==> src/rtl/fabosc_pkg.sv <==
// Shared types, defaults and the divisor clamp for the fabric-oscillator clock-enable generator.
// Divisors up to DIV_W_MAX bits are supported; narrower DIV_W values are zero-extended into the state.
package fabosc_pkg;

   localparam int DIV_W_MAX          = 32;
   localparam int DIV_RESET_DEF      = 50;
   localparam int STARTUP_CYCLES_DEF = 1024;

   typedef logic [DIV_W_MAX-1:0] div_t;

   typedef struct packed {
      div_t cnt;
      div_t shadow;
      div_t active;
      logic sq;
   } ch_state_t;

   function automatic div_t clamp_div(input div_t d);
      return (d == '0) ? div_t'(1) : d;
   endfunction

endpackage

==> src/rtl/fabosc_clken_ch.sv <==
// One divide-by-N enable channel: shadow/active divisor, down-counter, square-wave toggle.
// The phase-align input exists only when FABOSC_CLKEN_SYNC_EN is defined.
module fabosc_clken_ch
   import fabosc_pkg::*;
#(
   parameter int DIV_W     = 16,
   parameter int DIV_RESET = DIV_RESET_DEF
) (
   input  logic             clk,
   input  logic             rst_n,
   input  logic             run,
`ifdef FABOSC_CLKEN_SYNC_EN
   input  logic             sync_ld,
`endif
   input  logic             div_we,
   input  logic [DIV_W-1:0] div_in,
   output logic             clken,
   output logic             sq
);

   localparam div_t RST_DIV = clamp_div(div_t'(DIV_RESET));

   ch_state_t st;
   ch_state_t nxt;
   logic      clken_nxt;
   logic      sync_hit;

`ifdef FABOSC_CLKEN_SYNC_EN
   assign sync_hit = sync_ld;
`else
   assign sync_hit = 1'b0;
`endif

   // Reloads always take the registered shadow, so a write landing on a terminal
   // edge only affects the period after next.
   always_comb begin
      nxt       = st;
      clken_nxt = 1'b0;
      if (div_we)
         nxt.shadow = clamp_div(div_t'(div_in));
      if (sync_hit || !run || st.cnt == '0) begin
         nxt.active = st.shadow;
         nxt.cnt    = nxt.active - div_t'(1);
      end else begin
         nxt.cnt    = st.cnt - div_t'(1);
      end
      if (sync_hit) begin
         nxt.sq = 1'b0;
      end else if (run && st.cnt == '0) begin
         clken_nxt = 1'b1;
         nxt.sq    = ~st.sq;
      end
   end

   always_ff @(posedge clk or negedge rst_n) begin
      if (!rst_n) begin
         st    <= '{cnt: RST_DIV - div_t'(1), shadow: RST_DIV, active: RST_DIV, sq: 1'b0};
         clken <= 1'b0;
      end else begin
         st    <= nxt;
         clken <= clken_nxt;
      end
   end

   assign sq = st.sq;

endmodule

==> src/rtl/fabosc_clken_gen.sv <==
// Multi-channel clock-enable generator on the fabric RC-oscillator clock, gated by start-up qualification.
// Define FABOSC_CLKEN_SYNC_EN to add the SYNC phase-align port.
module fabosc_clken_gen
   import fabosc_pkg::*;
#(
   parameter int NUM_CH         = 4,
   parameter int DIV_W          = 16,
   parameter int DIV_RESET      = DIV_RESET_DEF,
   parameter int STARTUP_CYCLES = STARTUP_CYCLES_DEF
) (
   input  logic                    CLK,
   input  logic                    RESETN,
   input  logic [NUM_CH-1:0]       CH_EN,
   input  logic [NUM_CH-1:0]       DIV_WE,
   input  logic [NUM_CH*DIV_W-1:0] DIV_IN,
`ifdef FABOSC_CLKEN_SYNC_EN
   input  logic                    SYNC,
`endif
   output logic                    OSC_READY,
   output logic [NUM_CH-1:0]       CLKEN_O,
   output logic [NUM_CH-1:0]       CLK_SQ
);

   localparam int SU_W = $clog2(STARTUP_CYCLES + 1);

   logic [SU_W-1:0] su_cnt;

   // Saturating qualification counter; ready is sticky until the next reset.
   always_ff @(posedge CLK or negedge RESETN) begin
      if (!RESETN) begin
         su_cnt    <= '0;
         OSC_READY <= 1'b0;
      end else begin
         if (su_cnt != SU_W'(STARTUP_CYCLES))
            su_cnt <= su_cnt + SU_W'(1);
         if (su_cnt == SU_W'(STARTUP_CYCLES - 1))
            OSC_READY <= 1'b1;
      end
   end

   for (genvar k = 0; k < NUM_CH; k++) begin : g_ch
      logic run;
      assign run = CH_EN[k] & OSC_READY;

      fabosc_clken_ch #(
         .DIV_W     (DIV_W),
         .DIV_RESET (DIV_RESET)
      ) u_ch (
         .clk     (CLK),
         .rst_n   (RESETN),
         .run     (run),
`ifdef FABOSC_CLKEN_SYNC_EN
         .sync_ld (SYNC & run),
`endif
         .div_we  (DIV_WE[k]),
         .div_in  (DIV_IN[k*DIV_W +: DIV_W]),
         .clken   (CLKEN_O[k]),
         .sq      (CLK_SQ[k])
      );
   end

endmodule
==> config.mk <==
export PLATFORM = sky130hd
export DESIGN_NAME = fabosc_clken_gen
export DESIGN_NICKNAME = d
export VERILOG_FILES = /design/src/rtl/fabosc_pkg.sv /design/src/rtl/fabosc_clken_ch.sv /design/src/rtl/fabosc_clken_gen.sv
export SDC_FILE = /design/constraint.sdc
export NUM_CORES = 1
export LEC_CHECK = 0
export CAP_MARGIN = 20
export CORE_ASPECT_RATIO = 0.5
export CORE_MARGIN = 2
export CORE_UTILIZATION = 40
export CTS_BUF_LIST = sky130_fd_sc_hd__clkbuf_4
export DETAILED_ROUTE_END_ITERATION = 10
export HOLD_SLACK_MARGIN = 0.15
export PLACE_DENSITY = 0.58
export SYNTH_ARGS = -nofsm -noshare
export SYNTH_HDL_FRONTEND = slang
export SYNTH_SLANG_ARGS = --single-unit
==> constraint.sdc <==
create_clock -name CLK -period 8.6 [get_ports CLK]
set_input_delay 1.72 -clock CLK [delete_from_list [all_inputs] [get_ports CLK]]
set_output_delay 1.72 -clock CLK [all_outputs]
set_load 0.005 [all_outputs]
==> results.md <==
* Top post-synthesis cells by area: sky130_fd_sc_hd__dfrtp_1 (41%), sky130_fd_sc_hd__mux2_2 (5.8%), sky130_fd_sc_hd__dfstp_2 (5.5%)
* Sequential cell area fraction in the yosys report at 46.5%
* Distinct cell type count of the synthesized netlist at 69
* Detail-routed net length per standard cell at 16.2 µm
* Worst path most repeated cell: sky130_fd_sc_hd__mux2i_1
* Worst clock skew at 0.0265 ns
* Compound-gate portion of the synthesized area at 10.1%
* Count of standard-cell rows at 43
* Highest clock frequency the design can meet at 0.214 GHz
* Count of max-cap constraint violations at 0
* Cell taking the most area after synthesis: sky130_fd_sc_hd__dfrtp_1
* Input/output buffers at 82
* Cell with the largest stage delay on the worst path: sky130_fd_sc_hd__mux2i_1
* Mean instance size in the synthesized netlist at 9.99 µm²
* Routed Wire Length at 27,000 µm
* Sinks on Clock Net at 212
* Nature of the critical path endpoint: flip-flop
* Worst min-delay path category: flip-flop to flip-flop
* Final setup violating endpoints at 0
* Setup_tns at 0 ns
* Number of pins with negative max-slew slack in the final report at 0
* Headroom to the max-slew limit at 37.9%
* Share of total power in sequential cells at 51.8%
* Total routing resource utilization after global routing at 18.2%
* Share of async-settable or async-resettable flops after synthesis at 100%
* Clk pin slew, worst setup/hold paths at 0.07 ns
* Number of buffers between clock root and the deepest sink at 3
* # placed instances at 1,572
* Internal power at 0.00161 W
* X dimension of the die at 244 µm
* Number of setup buffers added after CTS at 0
* Initial drt markers at 657
* Die Y at 124 µm
* Wire length of the first global-routing pass at 45,400 µm
* Worst setup timing slack at the placement stage at 3.30 ns
* Pleak at 5.43 nW
* Worst EP required at 9.16 ns
* Clock power frac at 38.0%
* Antenna-violating nets left at 0
* Switching share of power at 27.6%
* Number of flops mapped to enable cells by yosys at 0
* Status: finished, final reports clean
* First-pass iteration count of the detailed router at 5
* Final Instance Count excl. Fillers at 1,670
* Post-layout total power at 0.00222 W
* Worst-margin pin slew at 0.925 ns
* DRC at 0
* Cell Area, Synth at 0.0115 mm²
* Placeable core region at 0.0280 mm²
* Most instantiated library cell after synthesis: sky130_fd_sc_hd__dfrtp_1
* Placed Area at 0.0127 mm²
* Xor and xnor area share after synthesis at 8.47%
* Hold Violations, Final at 0
* Syn Nets at 1,228
* Number of fill cells in the layout at 2,676
* Number of resized instances in the post-cts repair step at 0
* Share of synthesized area spent on multiplexers at 11.3%
* Dominant combinational cell family by area after synthesis: simple AND/OR/NAND/NOR gates
* Dominant synthesized flop cell: sky130_fd_sc_hd__dfrtp_1
* Kind of start point of the critical path: input port
* Adder-Cell Fraction of Synth Area at 0.654%
* Fin area at 0.0133 mm²
* Routed via count divided by cell count at 5.48
* Vias in the first global route at 9,085
* Power per unit of standard cell area at 167 mW/mm²
* Skew-Pair Late Insertion Delay at 0.69 ns
* Synth Instances at 1,148
* Share of layout cells above drive strength 1 at 15.9%
* Critical path class: input port to flip-flop
* IO Count at 83
* Placed wire-length estimate at 18,900 µm
* Antenna violations before repair at 1
* Htree depth at 2
* Largest net degree at the start of global routing at 92
* Critical path cell sequence: clkdlybuf4s50_1 > and2_1 > o41a_1 > buf_4 > mux2i_1 > ha_1 > nand4_1 > mux2i_1 > o21a_1 > o21ai_0 > a221oi_1
* Post-route fraction of the period consumed by the critical path at 54.2%
* TritonCTS clock tree: built
* RSZ-0062 raised after global routing: false
* Die ar. at 0.0301 mm²
* Via count of the routed design at 9,156
* Time the final worst path needs with I/O delays and setup at 4.66 ns
* Worst-path fanout max at 35
* Total of flip-flops plus latches after synthesis at 212
* Cell types with the highest counts after synthesis: sky130_fd_sc_hd__dfrtp_1 (188), sky130_fd_sc_hd__nor2_1 (103), sky130_fd_sc_hd__nand2_1 (86)
* Area Overhead vs Synth at 16.1%
* Overflow after GRT at 0
* Top-area cell type share of the netlist area at 41.0%
* Logic gate share of total power at 10.1%
* Worst Setup Slack, final at 3.94 ns
* Routability congestion estimate at 0.878
* Final-stage net count at 1,324
* Switching Power at 0.000612 W
* Maximum cell stage delay along the critical path at 0.54 ns
* Peak ir drop on the vdd network at 0.0000707 V
* Crit path arrival time at 5.22 ns
* CTS Buf Count at 51
* Quantity of hold-fixing buffers added after cts at 0
* Syn. warnings at 0
* Cell chosen for the clock root: sky130_fd_sc_hd__clkbuf_4
* Basic-gate share of the synthesized area counting and, or, nand and nor cells at 20.4%
* Initial cell density of the core at 41.0%
[power groups by stage]
stage / clock, W / combinational (W) / sequential [W]
2_1_floorplan: 0 / 0.000142 / 0.00114
3_3_place_gp: 0 / 0.000221 / 0.00117
3_5_place_dp: 0 / 0.000227 / 0.00117
4_1_cts: 0.000875 / 0.000228 / 0.00115
5_1_grt: 0.000931 / 0.000252 / 0.00116
6_report: 0.000845 / 0.000225 / 0.00115
[metrics by stage]
step	hold WS, ns	util, %
after floorplan	0.443	-
after global placement	0.454	45.2
after detailed placement	0.457	45.2
after CTS	0.471	47.6
after global routing	0.488	47.6
final	0.469	47.6
[routing by layer]
layer	global-route usage, %	share of wire (%)	up-vias
li1	-	-	4435
met3	3.58	3.9	42
met4	5.95	1.5	0
met2	29.8	46	175
met5	0	0	-
met1	24.6	48	4504
[final timing paths]
kind | startpoint | cells after the start | slack (ns) | to
setup / recovery | CH_EN[2] | 11 | 3.94 | g_ch[2].u_ch.st[91]
hold / removal | g_ch[1].u_ch.sq | 1 | 0.47 | g_ch[1].u_ch.sq
setup reg to reg | g_ch[3].u_ch.st[72] | 11 | 3.94 | g_ch[3].u_ch.st[87]
hold reg to reg | g_ch[1].u_ch.sq | 1 | 0.47 | g_ch[1].u_ch.sq
max in group asynchronous | RESETN | 2 | 6.14 | g_ch[0].u_ch.st[77]
min in group asynchronous | RESETN | 1 | 1.11 | g_ch[2].u_ch.st[45]
[critical path: cells and delay by family]
family / cells / cell delay, ns
muxes: 2 / 0.83
AOI/OAI and AO/OA: 4 / 0.97
buffers and inverters: 2 / 0.83
and+or+nand+nor: 2 / 0.51
adders and majority gates: 1 / 0.35
[layout make-up]
| class | count | area, µm² | area share, % |
|---|---|---|---|
| Multi-Input combinational cell | 867 | 5870 | 44.1 |
| Sequential cell | 212 | 5340 | 40.0 |
| Timing Repair Buffer | 93 | 907 | 6.81 |
| Clock buffer | 79 | 593 | 4.45 |
| Tap cell | 382 | 478 | 3.59 |
| Inverter | 19 | 71.3 | 0.535 |
| Clock inverter | 17 | 65.1 | 0.488 |
| Antenna cell | 1 | 2.50 | 0.0188 |
[placed cells by master, fill, tap and decap left out, types with 7 or more instances in the layout]
master,instances
sky130_fd_sc_hd__nand4_1,12
sky130_fd_sc_hd__nand2b_1,8
sky130_fd_sc_hd__nor4_1,48
sky130_fd_sc_hd__o21ai_0,45
sky130_fd_sc_hd__nor2_1,103
sky130_fd_sc_hd__clkdlybuf4s50_1,81
sky130_fd_sc_hd__xnor2_1,67
sky130_fd_sc_hd__or3_1,19
sky130_fd_sc_hd__dfstp_2,24
sky130_fd_sc_hd__a21oi_1,48
sky130_fd_sc_hd__xor2_1,44
sky130_fd_sc_hd__dfrtp_1,188
sky130_fd_sc_hd__nand2_1,86
sky130_fd_sc_hd__clkinv_1,13
sky130_fd_sc_hd__or2_2,7
sky130_fd_sc_hd__inv_1,19
sky130_fd_sc_hd__mux2i_1,63
sky130_fd_sc_hd__nand3_1,36
sky130_fd_sc_hd__or4_1,22
sky130_fd_sc_hd__nor3_1,78
sky130_fd_sc_hd__mux2_2,59
sky130_fd_sc_hd__clkbuf_4,79
sky130_fd_sc_hd__buf_4,11
[registers in the layout, indices dropped and copies added (netlist names)]
| signal | cells |
|---|---|
| OSC_READY | 1 |
| g_ch.u_ch.sq | 4 |
| g_ch.u_ch.st | 192 |
| g_ch.u_ch.clken | 4 |
| su_cnt | 11 |
[cells by family (layout without fill, tap and decap cells)]
family / after synthesis / in the layout
multiplexers: 122 / 122
XOR/XNOR: 111 / 111
AO/OA/AOI/OAI: 170 / 170
AND/OR/NAND/NOR: 458 / 458
flip-flops: 212 / 212
other: 0 / 1
adder cells (fa/ha/maj): 6 / 6
buffers and inverters: 69 / 208
Power figures use the tool's default switching activity.
